===== src/rtl/ms_batch_accumulator_pkg.sv =====
// Shared types for the batch accumulator: section encoding and the
// reference saturating add at the default sample width.
package ms_batch_accumulator_pkg;

    localparam int DATA_W_DEF = 32;

    typedef enum logic [1:0] {
        sec_recv = 2'd0,
        sec_calc = 2'd1,
        sec_send = 2'd2
    } Sections;

    typedef struct packed {
        logic signed [DATA_W_DEF-1:0] sum;
        logic                         ovf;
    } sat_result_t;

    // Reference form of the clamp at the default width, shared with
    // property checks that compose this stage with the producer.
    function automatic sat_result_t sat_add(
        input logic signed [DATA_W_DEF-1:0] a,
        input logic signed [DATA_W_DEF-1:0] b
    );
        logic signed [DATA_W_DEF:0] wide;
        sat_result_t                res;
        wide    = {a[DATA_W_DEF-1], a} + {b[DATA_W_DEF-1], b};
        res.ovf = wide[DATA_W_DEF] ^ wide[DATA_W_DEF-1];
        if (!res.ovf)
            res.sum = wide[DATA_W_DEF-1:0];
        else if (wide[DATA_W_DEF])
            res.sum = {1'b1, {(DATA_W_DEF-1){1'b0}}};
        else
            res.sum = {1'b0, {(DATA_W_DEF-1){1'b1}}};
        return res;
    endfunction

endpackage


===== src/rtl/ms_batch_accumulator_sat_adder.sv =====
// Combinational signed saturating adder; the sum is formed one bit wider
// so overflow shows up as disagreement between the top two bits.
module sat_adder #(
    parameter int DATA_W = 32
) (
    input  logic signed [DATA_W-1:0] i_a,
    input  logic signed [DATA_W-1:0] i_b,
    output logic signed [DATA_W-1:0] o_sum,
    output logic                     o_ovf
);

    logic signed [DATA_W:0] w_wide;

    assign w_wide = {i_a[DATA_W-1], i_a} + {i_b[DATA_W-1], i_b};

    // Pass the sum through, or clamp toward the sign of the true result.
    always_comb begin
        o_ovf = w_wide[DATA_W] ^ w_wide[DATA_W-1];
        o_sum = w_wide[DATA_W-1:0];
        if (o_ovf) begin
            if (w_wide[DATA_W])
                o_sum = {1'b1, {(DATA_W-1){1'b0}}};
            else
                o_sum = {1'b0, {(DATA_W-1){1'b1}}};
        end
    end

endmodule


===== src/rtl/ms_batch_accumulator.sv =====
// Batch accumulator: takes BATCH_LEN signed samples over valid/ready,
// adds them with saturation and offers the sum on a valid/ready port.
//
// section  | meaning
// ---------+-----------------------------------------------------------
// sec_recv | in_ready high, waiting for the next sample
// sec_calc | one cycle: fold the held sample into the running sum
// sec_send | out_valid high, sum held until downstream takes it
module ms_batch_accumulator
    import ms_batch_accumulator_pkg::*;
#(
    parameter int DATA_W    = 32,
    parameter int BATCH_LEN = 4,
    parameter int CNT_W     = 8
) (
    input  logic                     clk,
    input  logic                     rst,
    input  logic signed [DATA_W-1:0] in_data,
    input  logic                     in_valid,
    output logic                     in_ready,
    output logic signed [DATA_W-1:0] out_data,
    output logic                     out_valid,
    input  logic                     out_ready,
    output logic [CNT_W-1:0]         sample_cnt,
    output logic                     err_sat
);

    localparam logic [CNT_W-1:0] LP_BATCH = CNT_W'(BATCH_LEN);
    localparam logic [CNT_W-1:0] LP_ONE   = CNT_W'(1);

    Sections                  r_section;
    Sections                  w_section_nxt;
    logic signed [DATA_W-1:0] r_acc;
    logic signed [DATA_W-1:0] r_val;
    logic [CNT_W-1:0]         r_sample_cnt;
    logic signed [DATA_W-1:0] r_out_data;
    logic                     r_err_sat;
    logic signed [DATA_W-1:0] w_sum;
    logic                     w_ovf;
    logic                     w_batch_done;

    sat_adder #(
        .DATA_W (DATA_W)
    ) u_sat_adder (
        .i_a   (r_acc),
        .i_b   (r_val),
        .o_sum (w_sum),
        .o_ovf (w_ovf)
    );

    assign w_batch_done = (r_sample_cnt == LP_BATCH);

    // Section sequencing and handshake outputs decoded from the section.
    // in_ready is held low while rst is asserted so upstream never sees
    // a ready that the flops cannot honour.
    always_comb begin
        w_section_nxt = r_section;
        in_ready      = 1'b0;
        out_valid     = 1'b0;
        case (r_section)
            sec_recv: begin
                in_ready = ~rst;
                if (in_valid)
                    w_section_nxt = sec_calc;
            end
            sec_calc: begin
                w_section_nxt = w_batch_done ? sec_send : sec_recv;
            end
            sec_send: begin
                out_valid = 1'b1;
                if (out_ready)
                    w_section_nxt = sec_recv;
            end
            default: w_section_nxt = sec_recv;
        endcase
    end

    // All datapath state; a reset anywhere drops the batch in progress.
    always_ff @(posedge clk or posedge rst) begin
        if (rst) begin
            r_section    <= sec_recv;
            r_acc        <= '0;
            r_val        <= '0;
            r_sample_cnt <= '0;
            r_out_data   <= '0;
            r_err_sat    <= 1'b0;
        end else begin
            r_section <= w_section_nxt;
            case (r_section)
                sec_recv: begin
                    if (in_valid) begin
                        r_val        <= in_data;
                        r_sample_cnt <= r_sample_cnt + LP_ONE;
                    end
                end
                sec_calc: begin
                    r_acc <= w_sum;
                    if (w_ovf)
                        r_err_sat <= 1'b1;
                    if (w_batch_done)
                        r_out_data <= w_sum;
                end
                sec_send: begin
                    if (out_ready) begin
                        r_acc        <= '0;
                        r_sample_cnt <= '0;
                    end
                end
                default: ;
            endcase
        end
    end

    assign out_data   = r_out_data;
    assign sample_cnt = r_sample_cnt;
    assign err_sat    = r_err_sat;

endmodule


===== config.mk =====
export PLATFORM = sky130hd
export DESIGN_NAME = ms_batch_accumulator
export DESIGN_NICKNAME = d
export VERILOG_FILES = /design/src/rtl/ms_batch_accumulator_pkg.sv /design/src/rtl/ms_batch_accumulator_sat_adder.sv /design/src/rtl/ms_batch_accumulator.sv
export SDC_FILE = /design/constraint.sdc
export NUM_CORES = 1
export LEC_CHECK = 0
export ABC_AREA = 0
export CAP_MARGIN = 20
export CORE_MARGIN = 1
export CORE_UTILIZATION = 57
export DETAILED_ROUTE_END_ITERATION = 8
export PLACE_DENSITY_LB_ADDON = 0.3
export SLEW_MARGIN = 15
export SYNTH_ARGS = -nofsm -noshare
export SYNTH_HDL_FRONTEND = slang
export SYNTH_HIERARCHICAL = 1
export SYNTH_SLANG_ARGS = --single-unit

===== constraint.sdc =====
create_clock -name clk -period 4.3 [get_ports clk]
set_input_delay 0.43 -clock clk [delete_from_list [all_inputs] [get_ports clk]]
set_output_delay 0.43 -clock clk [all_outputs]
set_load 0.02 [all_outputs]

Word level (Yosys, flattened, before mapping) --
Index checks and enable logic that the tools add are counted.
Storage, ports and cells: flip-flop bits (word level) 107, input port bits 36
Cells by class: bitwise operators 2, add/sub/neg operators 2, reduce and logical (&&, ||, !) cells 9, mux-type cells 13, equal/unequal tests 5
Operators by type and width (number):
- $mux 32 | 3
- $pmux 32 s2 | 1
- $add 32x32->33 | 1
- $mux 8 | 2
- $pmux 8 s2 | 1
- $reduce_and 2->1 | 5
- $add 8x1->8 const B | 1
- $eq 8x3->1 const B | 1
- $mux 2 | 3
- $pmux 2 s3 | 1
- $ne 2x2->1 const B | 2
- $reduce_bool 2->1 | 2
- $reduce_and 3->1 | 1
- $eq 2x1->1 const B | 1
- $eq 2x2->1 const B | 1
- $logic_not 2->1 | 1
- $mux 1 | 2
- $not 1->1 | 1
- $xor 1x1->1 | 1

Logic depth before layout (Yosys ltp) --
Gate-level depths: netlist of run 1.
depth after elaboration 4, mapped depth 13, depth with buffers taken out 12

By module --
Netlist of run 1, hierarchy kept.
By module, submodules not included:
- ms_batch_accumulator | area an instance 4344.2 um^2, instances 1, cells an instance 332
- sat_adder | area an instance 2098.3 um^2, instances 1, cells an instance 311

Least setup slack after synthesis of run 1 --
Ideal clock, no wire load.
path type register to register, start reg r_acc[0], end reg r_out_data[25] (netlist: out_data[25]), library setup time 0.125 ns, path slack 1.210 ns, clock period less this slack 3.090 ns, arrival time 2.964 ns, cell stages (with the launch flop) 13, path through dfrtp_1 ha_1 fa_1 a211oi_1 and4bb_1 o31a_2 o211ai_1 a21boi_0 a2bb2oi_2 nand2_4 buf_2 o21ai_0 mux2_4
Between the ends: word-level cells in the longest chain between the ends 3, elaborated cells on any way between the ends 4, classes of those cells add/sub: 1; mux: 2; bitwise: 1
Ends and longest elaborated chain:
- start, declared | RTL line ms_batch_accumulator.sv:33 | logic signed [DATA_W-1:0] r_acc;
- start signal, assigned | RTL line ms_batch_accumulator.sv:97 | r_acc <= w_sum;
- $add 32x32->33 * | RTL line ms_batch_accumulator_sat_adder.sv:14 | assign w_wide = {i_a[DATA_W-1], i_a} + {i_b[DATA_W-1], i_b};
- $mux 32 or $xor 1x1->1 (tied branches) | RTL line ms_batch_accumulator_sat_adder.sv:21, ms_batch_accumulator_sat_adder.sv:18
- $mux 32 * | RTL line ms_batch_accumulator_sat_adder.sv:20 | if (o_ovf) begin
- net w_sum[25] | RTL line ms_batch_accumulator.sv:38 | logic signed [DATA_W-1:0] w_sum;
- end signal, assigned | RTL line ms_batch_accumulator.sv:101 | r_out_data <= w_sum;
- end, declared | RTL line ms_batch_accumulator.sv:36 | logic signed [DATA_W-1:0] r_out_data;
The timed path passes the listed nets; every way through them passes the cells marked *. A chain may end at the register's enable or synchronous reset.

Worst setup path after layout of run 1 --
start reg r_acc[0], end reg r_out_data[6] (netlist: out_data[6])
The elaborated chain is that of the path after synthesis.

==> metrics, run 1 <==
Yosys Warn Count 6; CTS tree yes; Synth cell types 66; worst hold stages 1; RSZ-0062 raised after global routing false; Post-CTS Setup Bufs 0; CP arrival 3850 ps; # nets final 781; site row count 38; Wirelength per Cell 17.7 µm; Remaining DRCs 0; Slew @ Worst Pin 827 ps; CTS Buf Count 9; pin count of the biggest net entering global routing 69; status complete, no violations; Die Y 108 µm; crit share post-route 84.3%; Startpoint Class flop; maxcap violations 0; area delta synth->final 17.8%; # fillers 871; vias per cell 6.05; largest family of logic cells by synthesized area simple AND/OR/NAND/NOR gates; CP Capture Type flop; Hold Fails Final Rpt 0; commonest non-fill, non-tap cells in the layout dfrtp_1 (107), nand2_1 (93), clkdlybuf4s50_1 (78); XOR/XNOR Fraction of Synth Area 3.67%; Main synth FF type dfrtp_1; fmax 0.276 GHz; commonest non-fill, non-tap cell in the layout dfrtp_1; syn_nets 714; Synth Area in Simple Gates 15.2%; H-Tree Level Count 3; ANT nets after route 0; Post-synth ARST share 100%; clock skew 9.79 ps; Worst-path clk slew 70 ps; R2R cell count 12; Post-Syn Area 0.00644 mm²; PortBufs 78; CTS max path bufs 2; die width 108 µm; area occupied by multi-input gates 0.00353 mm²; post-synthesis mux area share 13.7%; Post-Synthesis Cells 643; Tot Pwr 6.02 mW; clock sinks 107; 1st-iter DRT viols 298; HP Class flop to flop; Final GP Congestion 0.915; Resize count post-CTS 0; Routed WL 15.1 mm; GRT Total Usage 27.5%; Leak Pwr 3.57 nW; DP Wirelength 10.5 mm; Skew-Pair Late Insertion Delay 350 ps; global-route wire length before repair 25.0 mm; number of synthesized flops with an enable pin 0; die area 0.0117 mm²; Root Driver clkbuf_16; Hold-fix buffers, CTS 0; flops & latches, synth 107; Post-Syn Area per Cell 10.0 µm²; Ports 79; max-slew violation count 0; worst path required time 4530 ps; GRT Residual Overflow 0; TNS Setup 0 ps; Core Area 0.0109 mm²; initial antenna violation count 0; compound-cell area share of the yosys netlist 14.8%; CP Max Fanout 16; ANT cells 0; Reg area 0.00268 mm²; vias after detailed routing 5165; Initial Utilization 58.9%; peak supply drop 0.000396 V; Power Density 793 mW/mm²; number of global-route vias before repair 5244; Final setup viols 0; WHS 493 ps; share of layout cells above drive strength 1 14.0%; post-synthesis adder-cell area fraction 7.38%; slew margin rel. 44.9%; first drt pass iteration count 5; min cycle time layout 3620 ps; Worst Path Class, Setup flop to flop; Seq/Total Area, Yosys 41.6%
[Yosys cell counts (all sizes together), types with 7 or more instances]
cell | instances | area share (%)
o31ai | 7 | 0.82
xor2 | 12 | 1.6
ha | 34 | 6.6
nand3 | 41 | 3.4
xnor2 | 15 | 2.0
mux2 | 65 | 13
a21oi | 53 | 4.1
inv | 21 | 1.2
o21ai | 38 | 3.0
a21o | 14 | 1.6
dfrtp | 107 | 42
buf | 18 | 1.9
clkbuf | 11 | 0.66
nor2 | 26 | 1.6
nand2 | 94 | 5.6
[layout make-up]
| cell class | count | share of cell area [%] |
|---|---|---|
| repair buffers | 85 | 11.0 |
| well taps | 140 | 2.31 |
| clock inverters | 2 | 0.462 |
| clock buffers | 13 | 3.43 |
| inverters | 21 | 1.07 |
| flip-flops and latches | 107 | 35.3 |
| multi-input cells | 486 | 46.5 |
[worst paths after layout]
path | end | startpoint | slack (ps)
worst max-delay path | out_data[6] | r_acc[0] | 680
worst min-delay path | err_sat | err_sat | 490
worst max register to register | out_data[6] | r_acc[0] | 680
worst min register to register | err_sat | err_sat | 490
max in group asynchronous | out_data[18] | rst | 2810
min in group asynchronous | r_val[28] | rst | 640
[flip-flops by register name, indices dropped and copies added (netlist names)]
register,cells
err_sat,1
out_data,32
r_acc,32
r_section,2
r_val,32
sample_cnt,8
[cells by family (layout without fill, tap and decap cells)]
family / Yosys count / after routing
simple gates: 203 / 203
compound gates: 149 / 149
flops: 107 / 107
mux: 69 / 69
buf+inv: 50 / 121
fa+ha+maj: 38 / 38
xor+xnor: 27 / 27
[per-layer routing]
layer | vias to the layer above | global-route usage [%] | part of all wire, %
met2 | 154 | 46.7 | 50
met4 | 0 | 8.98 | 1.8
met3 | 22 | 6.33 | 4.8
li1 | 2439 | - | -
met1 | 2550 | 34.6 | 44
met5 | - | 0 | 0
[report_power, final]
part	switching [mW]	internal, mW	leakage (nW)
combinational	2.13	1.48	2.08
clock	0.344	0.479	0.146
sequential	0.239	1.34	1.34
[critical path, cell delays in order, from the launching register on]
cell and delay [ps]:
dfrtp_1 390, ha_1 240, fa_1 440, a211oi_1 310
and4bb_1 230, o31a_2 300, o211ai_1 190, a21boi_0 170
a2bb2oi_2 260, nor2_2 240, buf_4 300, o21ai_1 140
mux2_4 290
[stage by stage]
stage	instance area (µm²)	utilization (%)	worst slack, ps	cells
finish	7590	69.4	677	854
global route	7590	69.4	489	854
global placement	7300	66.7	901	839
floorplan	6440	-	1050	643
CTS	7590	69.4	724	854
detailed placement	7300	66.7	795	839
Power figures use the tool's default switching activity.
==> run 2: changes to the inputs <==
CORE_UTILIZATION = 51   (was 57)
clock period = 3 ns   (was 4.3 ns; I/O delays follow)
==> run 2 against run 1 <==
  * The flow now finishes with violations (negative setup slack)
  * Core utilization rose by 1.1 points
  * Clock power rose by 35%
  * Critical path depth rose by 2
  * Combinational power rose by 110%
  * Routed wire length rose by 13%
  * Fmax rose by 8.9%
  * Worst setup slack got worse by 1000 ps
  * Critical path type unchanged
  * Largest cell class unchanged
  * Largest power group unchanged
==> metrics, run 2 (synthesized netlist as in run 1, its figures left out) <==
Worst-path clk slew 70 ps; Final GP Congestion 0.911; post-place setup slack -220 ps; vias per cell 5.84; WHS 511 ps; site row count 40; Skew-Pair Late Insertion Delay 360 ps; share of layout cells above drive strength 1 27.6%; fmax 0.301 GHz; peak supply drop 0.000674 V; failing checks negative setup slack; number of global-route vias before repair 5610; pin count of the biggest net entering global routing 60; Startpoint Class flop; vias after detailed routing 5522; # nets final 846; Slew @ Worst Pin 744 ps; Sequential Power Share 20.4%; commonest non-fill, non-tap cells in the layout dfrtp_1 (107), nand2_1 (90), clkdlybuf4s50_1 (78); CP arrival 3560 ps; GRT Total Usage 26.8%; RSZ-0062 raised after global routing true; clock sinks 107; CP Max Fanout 8; CP Capture Type flop; post-route design area 0.00857 mm²; status complete, but fails checks; Pint 6.27 mW; Wirelength per Cell 18.1 µm; Core Area 0.0122 mm²; min cycle time layout 3330 ps; CTS Buf Count 9; # fillers 867; Die Y 114 µm; Clk pwr share 9.9%; Initial Utilization 53.0%; max-slew violation count 0; global-route wire length before repair 27.3 mm; commonest non-fill, non-tap cell in the layout dfrtp_1; die area 0.0131 mm²; Worst Path Class, Setup flop to flop; Leak Pwr 3.98 nW; Final setup viols 62; Routed WL 17.1 mm; ANT nets after route 0; Reg area 0.00268 mm²; die width 114 µm; total placed instance area 0.00766 mm²; CTS tree yes; clock skew 8.53 ps; worst path required time 3240 ps; 1st-iter DRT viols 311; Remaining DRCs 0; initial antenna violation count 0; CTS max path bufs 2; ANT cells 0; first drt pass iteration count 5; Hold-fix buffers, CTS 0; HP Class primary input to asynchronous set/reset pin; Switching Share 43.8%; Power Density 1300 mW/mm²; crit share post-route 111%; slew margin rel. 50.4%; Gate power share 69.6%; sw power 4.88 mW; GRT Residual Overflow 0; maxcap violations 0; PortBufs 78; final setup margin -327 ps; Root Driver clkbuf_16; Hold Fails Final Rpt 0; Ports 79; area occupied by multi-input gates 0.00385 mm²; R2R cell count 14; final core occ 70.5%; DP Wirelength 10.8 mm; Tot Pwr 11.2 mW; area delta synth->final 33.1%; H-Tree Level Count 3
## run 2: power by group through the flow
stage	Clock (mW)	Sequential [mW]	Combinational, mW
floorplan	0	2.42	3.55
global placement	0	2.27	5.49
detailed placement	0	2.29	5.63
CTS	1.12	2.27	6.81
global route	1.18	2.33	8.29
finish	1.11	2.28	7.77
## run 2: final timing paths
kind,startpoint,end,slack [ps]
setup / recovery,r_acc[0],out_data[3],-330
hold / removal,rst,r_section[0],510
setup reg to reg,r_acc[0],out_data[3],-330
hold reg to reg,out_data[21],out_data[21],510
max in group asynchronous,rst,r_acc[12],1930
min in group clk,out_data[21],out_data[21],510
## run 2: critical path: stages, from the launching register on
cell       delay (ps)
dfrtp_1           380
ha_2              200
fa_2              350
a211oi_2          260
and4bb_1          240
o31a_2            290
o211ai_1          240
buf_4             160
a21boi_2           70
a2bb2oi_4         210
buf_6             140
nand2_8           120
buf_12            180
o31ai_4            90
mux2_4            270
## run 2: stage by stage
step / std cells / setup TNS, ps
finish: 946 / -12110
global route: 946 / -20710
CTS: 935 / -3630
detailed placement: 905 / -4070
global placement: 905 / -1870
floorplan: 643 / -3.96
## run 2: metal layers
| metal | part of all wire (%) | wire [µm] | vias to the layer above | track usage [%] |
|---|---|---|---|---|
| met3 | 4.9 | 834 | 35 | 5.56 |
| met4 | 2.0 | 343 | 0 | 9.35 |
| met2 | 50 | 8580 | 180 | 45.6 |
| met5 | 0 | 0 | - | 0 |
| met1 | 43 | 7320 | 2736 | 34.0 |
| li1 | - | - | 2571 | - |
## run 2: what timing repair did
item,CTS,global route
setup endpoints to repair,45,65
buffers inserted,12,11
pin swaps,14,10
hold endpoints to repair,0,0
gates cloned,4,1
resized for setup,47,38
## run 2: layout make-up
| type | count | share of cell area [%] |
|---|---|---|
| clock buffers | 12 | 2.99 |
| clock inverters | 2 | 0.146 |
| inverters | 21 | 0.963 |
| multi-input cells | 486 | 44.9 |
| flip-flops and latches | 107 | 31.2 |
| well taps | 168 | 2.45 |
| repair buffers | 150 | 17.3 |
==> run 3: changes to the inputs <==
CORE_ASPECT_RATIO = 1.75   (was not set)
==> run 3 against run 2 <==
  * Flip-flop and latch count is the same
  * Total power grew 4.2%
  * Register-to-register slack better by 130 ps
  * Design area increased by 2.2%
  * Highest routed layer unchanged
  * Fmax rose by 4.0%
  * The flow still finishes with violations (negative setup slack)
  * First-iteration DRC count grew 6.1%
  * Non-clock buffer count increased by 7
  * Critical path type unchanged
==> metrics, run 3 (synthesized netlist as in run 1, its figures left out) <==
Leak Pwr 4.04 nW; CP Capture Type flop; Worst Setup SP r_val[0]; Ports 79; CTS Buf Count 9; maxcap violations 0; total placed instance area 0.00776 mm²; share of layout cells above drive strength 1 29.8%; H-Tree Level Count 3; Crit-path slowest cell dfrtp_1; CP Max Fanout 7; DP Wirelength 11.8 mm; Worst-path clk slew 80 ps; Startpoint Class flop; ANT cells 0; initial antenna violation count 0; CP arrival 3440 ps; Skew-Pair Late Insertion Delay 360 ps; Routed WL 17.8 mm; post-place setup slack -262 ps; met3 WL post-DR 534 µm; Root Driver clkbuf_16; Metal-1 WL 6.62 mm; # nets final 853; post-route design area 0.00876 mm²; GRT Total Usage 26.9%; vias per cell 5.88; GRT Residual Overflow 0; crit-path leading delay family compound AO/OA/AOI/OAI gates; delay of the slowest cell on the worst path 390 ps; WHS 478 ps; worst path required time 3240 ps; first drt pass iteration count 4; R2R cell count 12; max-slew violation count 0; commonest non-fill, non-tap cell in the layout dfrtp_1; die area 0.0131 mm²; status complete, but fails checks; Slew @ Worst Pin 736 ps; DR top layer met4; Power Density 1330 mW/mm²; reg2reg start r_val[0]; crit share post-route 107%; min cycle time layout 3200 ps; die width 87.0 µm; Wirelength per Cell 18.7 µm; Final setup viols 51; CTS max path bufs 2; slew margin rel. 51.0%; CTS tree yes; ANT nets after route 0; Final GP Congestion 0.950; clock sinks 107; clock skew 10.1 ps; Initial Utilization 52.1%; TNS Setup -5560 ps; final setup margin -198 ps; critical path buffer and inverter count 1; fmax 0.313 GHz; Die Y 151 µm; routed length on met2 10.1 mm; number of global-route vias before repair 5836; 1st-iter DRT viols 330; peak supply drop 0.000796 V; PortBufs 78; HP Class primary input to asynchronous set/reset pin; global-route wire length before repair 27.4 mm; Stages on worst setup path 12; final core occ 70.9%; commonest non-fill, non-tap cells in the layout dfrtp_1 (107), nand2_1 (88), clkdlybuf4s50_1 (78); pin count of the biggest net entering global routing 108; failing checks negative setup slack; Worst Path Class, Setup flop to flop; crit path cell chain ha_2, fa_2, a211oi_2, and4bb_1, o31a_2, o211ai_1, a21boi_2, a2bb2oi_4, nor2_4, clkbuf_16, a21oi_4, mux2_4; Remaining DRCs 0; Core Area 0.0124 mm²; Hold Fails Final Rpt 0; area delta synth->final 36.0%; Hold-fix buffers, CTS 0; site row count 54; vias after detailed routing 5607; RSZ-0062 raised after global routing true
-- run 3: final timing paths --
kind	end	slack [ps]
hold / removal	r_val[27]	480
hold reg to reg	err_sat	480
setup reg to reg	out_data[11]	-200
max in group asynchronous	r_acc[7]	2090
min in group clk	err_sat	480
setup / recovery	out_data[11]	-200
-- run 3: layer usage --
layer	global-route usage (%)	vias up
met4	13.3	0
li1	-	2569
met5	0	-
met1	28.0	2845
met3	3.95	47
met2	50.9	146
-- run 3: timing repair --
| action | 4_1_cts | 5_1_grt |
|---|---|---|
| setup endpoints to repair | 41 | 63 |
| cloned | 0 | 2 |
| setup buffers | 11 | 11 |
| gates resized for setup | 36 | 69 |
| pin swaps | 17 | 21 |
| hold endpoints to repair | 0 | 0 |
-- run 3: worst register-to-register path: cells and delay by family, from the launching register on --
family	cells	cell delay (ps)
simple gates	2	450
compound gates	6	1140
fa+ha+maj	2	590
buf+inv	1	240
mux	1	280
flops	1	390
-- run 3: area by class of cell --
class                   instances  area [µm²]
well taps                     168         210
flip-flops and latches        107        2680
repair buffers                157        1510
clock buffers                   9         225
clock inverters                 6        75.1
multi-input cells             486        3990
inverters                      21        82.6
fillers                       861        3600
-- run 3: report_power, final --
part	internal (mW)	leakage, nW	switching (mW)	total [mW]
Sequential	1.92	1.34	0.365	2.29
Combinational	3.87	2.55	4.25	8.12
Clock	0.655	0.144	0.567	1.22
-- run 3: metrics by stage --
step	std cells	total power, mW
final	954	11.6
after detailed placement	916	8.06
after global placement	916	7.90
after floorplan	643	5.97
after global routing	954	12.2
after CTS	942	9.97
